==> config.mk <==
export PLATFORM = sky130hd
export DESIGN_NAME = led_key_ctrl
export DESIGN_NICKNAME = d
export VERILOG_FILES = /design/src/rtl/led_key_ctrl.sv
export SDC_FILE = /design/constraint.sdc
export NUM_CORES = 1
export LEC_CHECK = 0
export CAP_MARGIN = 20
export CORE_MARGIN = 10
export CORE_UTILIZATION = 60
export DETAILED_ROUTE_END_ITERATION = 7
export GPL_TIMING_DRIVEN = 0
export PLACE_DENSITY = 0.78
export SETUP_SLACK_MARGIN = 0.4
export SYNTH_ARGS = -nofsm -noshare
export SYNTH_HDL_FRONTEND = slang
export SYNTH_SLANG_ARGS = --single-unit
==> constraint.sdc <==
create_clock -name clk -period 7.5 [get_ports clk]
set_input_delay 1.5 -clock clk [delete_from_list [all_inputs] [get_ports clk]]
set_output_delay 1.5 -clock clk [all_outputs]
set_load 0.005 [all_outputs]
==> src/rtl/led_key_ctrl.sv <==
// led_key_ctrl: debounces two active-low push-buttons and turns accepted presses into
// chaser commands (step rate, direction, run/stop) plus a 1-cycle step-enable tick.
// Build macro LONG_PRESS_EN: a long hold of key1 toggles run/stop, and the key1
// direction toggle moves to the end of the release debounce (short presses only).
module led_key_ctrl #(
  parameter int unsigned DEB_CYC   = 1_000_000,
  parameter int unsigned LONG_CYC  = 50_000_000,
  parameter int unsigned TICK_BASE = 50_000_000
) (
  input  logic       clk,
  input  logic       rs,
  input  logic [1:0] key,
  output logic       tick,
  output logic       dir,
  output logic [1:0] speed,
  output logic       run,
  output logic [1:0] press
);

  localparam int unsigned CW = (DEB_CYC > 1) ? $clog2(DEB_CYC) : 1;
  localparam int unsigned TW = (TICK_BASE > 1) ? $clog2(TICK_BASE) : 1;
  localparam logic [CW-1:0] DEB_LAST = CW'(DEB_CYC - 1);

  localparam logic [1:0] IDLE     = 2'd0;
  localparam logic [1:0] DB_PRESS = 2'd1;
  localparam logic [1:0] HELD     = 2'd2;
  localparam logic [1:0] DB_REL   = 2'd3;

  logic [1:0]    sync1, sync2;
  logic [1:0]    st_q  [2];
  logic [1:0]    st_d  [2];
  logic [CW-1:0] cnt_q [2];
  logic [CW-1:0] cnt_d [2];
  logic [1:0]    acc;
  logic          dir_d;
  logic          run_d;
  logic [TW-1:0] tcnt;
  logic [TW-1:0] tlast;

  // Two-stage synchroniser for the asynchronous, bouncing keys
  always_ff @(posedge clk) begin
    if (!rs) begin
      sync1 <= 2'b11;
      sync2 <= 2'b11;
    end else begin
      sync1 <= key;
      sync2 <= sync1;
    end
  end

  // Per-key debounce FSM next state; acc flags the cycle a press is accepted
  always_comb begin
    st_d  = st_q;
    cnt_d = cnt_q;
    acc   = 2'b00;
    for (int k = 0; k < 2; k++) begin
      case (st_q[k])
        IDLE: begin
          if (!sync2[k]) begin
            st_d[k]  = DB_PRESS;
            cnt_d[k] = '0;
          end
        end
        DB_PRESS: begin
          if (sync2[k]) begin
            st_d[k] = IDLE;
          end else if (cnt_q[k] == DEB_LAST) begin
            st_d[k] = HELD;
            acc[k]  = 1'b1;
          end else begin
            cnt_d[k] = cnt_q[k] + 1'b1;
          end
        end
        HELD: begin
          if (sync2[k]) begin
            st_d[k]  = DB_REL;
            cnt_d[k] = '0;
          end
        end
        DB_REL: begin
          if (!sync2[k]) begin
            st_d[k] = HELD;
          end else if (cnt_q[k] == DEB_LAST) begin
            st_d[k] = IDLE;
          end else begin
            cnt_d[k] = cnt_q[k] + 1'b1;
          end
        end
        default: st_d[k] = IDLE;
      endcase
    end
  end

`ifdef LONG_PRESS_EN
  localparam int unsigned HW = $clog2(LONG_CYC + 1);
  localparam logic [HW-1:0] LONG_SAT  = HW'(LONG_CYC);
  localparam logic [HW-1:0] LONG_LAST = HW'(LONG_CYC - 1);

  logic [HW-1:0] hcnt;
  logic          long_hit;
  logic          run_q;
  logic          held_now;
  logic          long_fire;
  logic          rel_done1;

  assign held_now  = (st_q[1] == HELD) && !sync2[1];
  // Hold counter saturates at LONG_CYC, so the toggle fires only once per hold
  assign long_fire = held_now && (hcnt == LONG_LAST);
  assign rel_done1 = (st_q[1] == DB_REL) && sync2[1] && (cnt_q[1] == DEB_LAST);
  assign run_d     = long_fire ? ~run_q : run_q;
  assign run       = run_q;

  // Key1 hold timer, long-press flag and run/stop state
  always_ff @(posedge clk) begin
    if (!rs) begin
      hcnt     <= '0;
      long_hit <= 1'b0;
      run_q    <= 1'b1;
    end else begin
      if (acc[1]) begin
        hcnt     <= '0;
        long_hit <= 1'b0;
      end else if (held_now && (hcnt != LONG_SAT)) begin
        hcnt <= hcnt + 1'b1;
      end
      if (long_fire) begin
        long_hit <= 1'b1;
        run_q    <= ~run_q;
      end
    end
  end

  // Direction flips once the release is confirmed, unless this hold was a long press
  always_comb begin
    dir_d = dir;
    if (rel_done1 && !long_hit) dir_d = ~dir;
  end
`else
  assign run_d = 1'b1;
  assign run   = 1'b1;

  // Direction flips on every accepted key1 press
  always_comb begin
    dir_d = dir;
    if (acc[1]) dir_d = ~dir;
  end
`endif

  // FSM state, press pulses and command registers
  always_ff @(posedge clk) begin
    if (!rs) begin
      for (int k = 0; k < 2; k++) begin
        st_q[k]  <= IDLE;
        cnt_q[k] <= '0;
      end
      press <= 2'b00;
      dir   <= 1'b0;
      speed <= 2'd0;
    end else begin
      st_q  <= st_d;
      cnt_q <= cnt_d;
      press <= acc;
      dir   <= dir_d;
      if (acc[0]) speed <= speed + 2'd1;
    end
  end

  // Terminal count of the current tick period
  always_comb begin
    tlast = TW'((TICK_BASE >> speed) - 1);
  end

  // Tick generator: any speed change or run edge restarts a full period
  always_ff @(posedge clk) begin
    if (!rs) begin
      tcnt <= '0;
      tick <= 1'b0;
    end else if (!run || !run_d || acc[0]) begin
      tcnt <= '0;
      tick <= 1'b0;
    end else if (tcnt == tlast) begin
      tcnt <= '0;
      tick <= 1'b1;
    end else begin
      tcnt <= tcnt + 1'b1;
      tick <= 1'b0;
    end
  end

endmodule

==> metrics.txt <==
# TYPE chip_impl_metric gauge
chip_impl_metric{name="chipWidth",unit="µm"} 104
chip_impl_metric{name="max_slew.worst_pin.slew",unit="ns"} 1.01
chip_impl_metric{name="die-area",unit="µm²"} 10800
chip_impl_metric{name="initial_utilization",unit="%"} 62.0
chip_impl_metric{name="path_buf_inv",unit=""} 2
chip_impl_metric{name="synth-async-reset-ratio",unit="%"} 0
chip_impl_metric{name="cts_buffers",unit=""} 9
chip_impl_metric{name="maximum_number_of_pins_on_one_net_before_global_route_repair",unit=""} 14
chip_impl_metric{name="via_count_of_the_first_global_routing_pass",unit=""} 3296
chip_impl_metric{name="final_antenna_net_count",unit=""} 0
chip_impl_metric{name="crit_fanout",unit=""} 10
chip_impl_metric{name="worst-endpoint-required",unit="ns"} 7.73
chip_impl_metric{name="synthesis.instances",unit=""} 476
chip_impl_metric{name="globalRoute.totalOverflow",unit=""} 0
chip_impl_metric{name="finalSetupViolCount",unit=""} 0
chip_impl_metric{name="power_per_cell_area",unit="nW/µm²"} 178
chip_impl_metric{name="synth.avg_cell_area",unit="µm²"} 8.85
chip_impl_metric{name="drt_first_iter_violations",unit=""} 183
chip_impl_metric{name="max_stage_delay",unit="ns"} 0.58
chip_impl_info{name="synth_largest_area_cell",value="sky130_fd_sc_hd__dfxtp_1"} 1
chip_impl_info{name="crit_chain",value="inv_1, ha_1, or2_1, or4bb_1, a2111oi_4, buf_2, nor3_2"} 1
chip_impl_metric{name="syn2layout_area_growth",unit="%"} 10.6
chip_impl_metric{name="fin_skew",unit="ns"} 0.0111
chip_impl_metric{name="clock_path_buffers",unit=""} 2
chip_impl_metric{name="fin_crit_sh",unit="%"} 40.8
chip_impl_info{name="yosys-top-cells-area",value="sky130_fd_sc_hd__dfxtp_1, sky130_fd_sc_hd__xor2_1, sky130_fd_sc_hd__xnor2_1"} 1
chip_impl_metric{name="final_cell_count_no_fill",unit=""} 597
chip_impl_metric{name="holdBufCountCts",unit=""} 0
chip_impl_info{name="worstSetupStartpointType",value="register"} 1
chip_impl_metric{name="synth-edff-count",unit=""} 0
chip_impl_metric{name="synth_sequential_area_ratio",unit="%"} 38.0
chip_impl_info{name="cts_tree",value="built"} 1
chip_impl_metric{name="place.gp.congestion",unit=""} 0.890
chip_impl_metric{name="synth_seq_cells",unit=""} 80
chip_impl_metric{name="cts.sink_count",unit=""} 80
chip_impl_metric{name="postPlaceCellArea",unit="µm²"} 4420
chip_impl_metric{name="cts_setup_buffers",unit=""} 0
chip_impl_metric{name="finalMaxSlewViolations",unit=""} 0
chip_impl_info{name="rsz0062_at_grt",value="false"} 1
chip_impl_metric{name="synth_nets",unit=""} 491
chip_impl_metric{name="dp.cells",unit=""} 581
chip_impl_metric{name="vdd.ir_drop.worst",unit="mV"} 0.144
chip_impl_info{name="status",value="finished, final reports clean"} 1
chip_impl_metric{name="dpl.hpwl",unit="mm"} 6.23
chip_impl_metric{name="cts-resized-gates",unit=""} 0
chip_impl_metric{name="vias_per_instance",unit=""} 5.87
chip_impl_metric{name="num_antenna_cells",unit=""} 0
chip_impl_info{name="worst-setup-path-type",value="reg -> reg"} 1
chip_impl_metric{name="period_needed",unit="ns"} 3.06
chip_impl_metric{name="clock_tree.htree_level_count",unit=""} 3
chip_impl_metric{name="floorplan.core_area",unit="µm²"} 6790
chip_impl_metric{name="synth_top_area_share",unit="%"} 38.0
chip_impl_metric{name="vias",unit=""} 3507
chip_impl_metric{name="netlist-cell-type-count",unit=""} 54
chip_impl_metric{name="finish.net_count",unit=""} 512
chip_impl_info{name="cts_root_buffer",value="sky130_fd_sc_hd__clkbuf_8"} 1
chip_impl_metric{name="buffer_ports.inserted",unit=""} 9
chip_impl_metric{name="pin_count",unit=""} 11
chip_impl_metric{name="n_fill_cell",unit=""} 550
chip_impl_metric{name="route.detailed.wl_per_inst",unit="µm"} 14.5
chip_impl_metric{name="firstDrtPassIters",unit=""} 5
chip_impl_info{name="yosys_most_used_dff",value="sky130_fd_sc_hd__dfxtp_1"} 1
chip_impl_metric{name="post_synth_instance_area",unit="µm²"} 4210
chip_impl_metric{name="final_count_of_hold_timing_violations",unit=""} 0
chip_impl_metric{name="wire_length_of_the_first_global_routing_pass",unit="mm"} 14.9
chip_impl_metric{name="detail_route.wirelength",unit="mm"} 8.66
chip_impl_metric{name="die_h",unit="µm"} 104
chip_impl_info{name="timing.critical_path.slowest_stage_cell",value="sky130_fd_sc_hd__a2111oi_4"} 1
chip_impl_metric{name="fmax",unit="GHz"} 0.327
chip_impl_metric{name="final_cell_area",unit="µm²"} 4660
chip_impl_metric{name="cap_violations",unit=""} 0
chip_impl_metric{name="setup-tns-final",unit="ns"} 0
chip_impl_metric{name="synth-warning-count",unit=""} 0
chip_impl_info{name="path_delay_family",value="simple AND/OR/NAND/NOR gates"} 1
chip_impl_metric{name="clock_slew_at_reported_path_ffs",unit="ns"} 0.08
chip_impl_metric{name="drc_errors",unit=""} 0
chip_impl_metric{name="timing.final.ws_setup",unit="ns"} 4.44
chip_impl_metric{name="leakagePower",unit="nW"} 1.54
chip_impl_metric{name="grtUsageTotal",unit="%"} 16.1
chip_impl_metric{name="floorplan.rows",unit=""} 30
chip_impl_metric{name="timing.critical_path.arrival",unit="ns"} 3.29
chip_impl_metric{name="grt_antenna_before_repair",unit=""} 0
chip_impl_metric{name="post_route_cells_drive_above_1_share",unit="%"} 12.0
chip_impl_metric{name="slew_headroom",unit="%"} 32.0
chip_impl_info{name="hp-class",value="reg -> reg"} 1
chip_impl_info{name="cp-end-kind",value="register"} 1
chip_impl_metric{name="placement.setup.worst_slack",unit="ns"} 4.40
chip_impl_metric{name="clock_latency",unit="ns"} 0.36
## cells in the mapped netlist (13+ instances only)
master	number
sky130_fd_sc_hd__nor3_2	18
sky130_fd_sc_hd__a21oi_1	17
sky130_fd_sc_hd__xor2_1	29
sky130_fd_sc_hd__dfxtp_1	80
sky130_fd_sc_hd__o21ai_0	14
sky130_fd_sc_hd__nor4_1	13
sky130_fd_sc_hd__nor3_1	21
sky130_fd_sc_hd__xnor2_1	27
sky130_fd_sc_hd__nand4_1	17
sky130_fd_sc_hd__nor2_1	46
sky130_fd_sc_hd__nand2_1	32
sky130_fd_sc_hd__nand3_1	27
sky130_fd_sc_hd__or3_1	15
## cell usage in the layout, fill, tap and decap left out, types with 3 or more instances in the layout
master and instances:
sky130_fd_sc_hd__o2111ai_1 5, sky130_fd_sc_hd__xnor2_1 27, sky130_fd_sc_hd__nand4_1 17, sky130_fd_sc_hd__or3_1 15
sky130_fd_sc_hd__nand3b_1 4, sky130_fd_sc_hd__clkbuf_8 9, sky130_fd_sc_hd__o21ai_0 14, sky130_fd_sc_hd__nor4_1 13
sky130_fd_sc_hd__clkdlybuf4s50_1 9, sky130_fd_sc_hd__and3_1 9, sky130_fd_sc_hd__nor3_1 21, sky130_fd_sc_hd__nand4b_1 3
sky130_fd_sc_hd__or3b_2 5, sky130_fd_sc_hd__buf_2 5, sky130_fd_sc_hd__and4_1 4, sky130_fd_sc_hd__and2_1 3
sky130_fd_sc_hd__inv_1 10, sky130_fd_sc_hd__nor2_1 46, sky130_fd_sc_hd__bufinv_16 3, sky130_fd_sc_hd__clkbuf_1 4
sky130_fd_sc_hd__mux2i_1 4, sky130_fd_sc_hd__xor2_1 29, sky130_fd_sc_hd__dfxtp_1 80, sky130_fd_sc_hd__nor3_2 18
sky130_fd_sc_hd__ha_1 11, sky130_fd_sc_hd__nand2_1 32, sky130_fd_sc_hd__or2_2 3, sky130_fd_sc_hd__nor4b_1 3
sky130_fd_sc_hd__a21oi_1 17, sky130_fd_sc_hd__nand3_1 27, sky130_fd_sc_hd__nand2b_1 9
## through the flow
step | hold slack, ns | util (%) | power [W]
finish | 0.420 | 68.6 | 0.000828
global route | 0.427 | 68.6 | 0.000856
CTS | 0.421 | 68.5 | 0.000835
detailed placement | 0.399 | 65.1 | 0.000462
global placement | 0.390 | 65.1 | 0.000462
floorplan | 0.386 | - | 0.000456
## path summary, 6_finish.rpt
path                                            start                   to  slack, ns  cells past startpoint
worst max-delay path            speed[0]$_SDFFE_PN0P_  tcnt[19]$_SDFF_PP0_       4.44                      7
worst min-delay path              sync1[0]$_SDFF_PN1_  sync2[0]$_SDFF_PN1_       0.42                      1
worst max register to register  speed[0]$_SDFFE_PN0P_  tcnt[19]$_SDFF_PP0_       4.44                      7
worst min register to register    sync1[0]$_SDFF_PN1_  sync2[0]$_SDFF_PN1_       0.42                      1
## final cells by class
class                   instances  area [µm²]  area share (%)
plain buffers                  14         106            2.28
clock buffers                   9         124            2.66
repair buffers                 10        95.1            2.04
clock inverters                 6         109            2.34
inverters                      11        41.3           0.886
flip-flops and latches         80        1600            34.4
multi-input cells             371        2460            52.9
well taps                      96         120            2.58
## cell families (layout without fill, tap and decap cells)
| family | after synthesis | count (layout) | share of synthesized area [%] |
|---|---|---|---|
| and+or+nand+nor | 248 | 248 | 34.8 |
| AOI/OAI and AO/OA | 51 | 51 | 7.75 |
| adders and majority gates | 11 | 11 | 3.27 |
| xor gates and xnor gates | 56 | 56 | 11.6 |
| muxes | 4 | 4 | 0.950 |
| other | 1 | 1 | 0.0890 |
| DFF | 80 | 80 | 38.0 |
| buffers and inverters | 25 | 50 | 3.50 |
## where the power goes
part	leakage, nW	internal (W)	switching, W
Combinational	0.771	0.00000879	0.0000138
Sequential	0.646	0.000427	0.00000260
Clock	0.119	0.000219	0.000157
## state kept, by name, summed over array words and instances, names as in the netlist, named ones only
name	flops
speed	2
tick	1
dir	1
sync2	2
press	2
sync1	2
tcnt	26
st_q	2
cnt_q	40
## metal layers
layer  share of wire, %  vias up  GRT usage (%)
li1                   -     1747              -
met3                5.1       26           5.39
met1                 46     1644           19.5
met4                2.9        0           6.96
met2                 46       90           25.3
met5                  0        -              0
No activity file was read; power rests on OpenSTA's default activity.
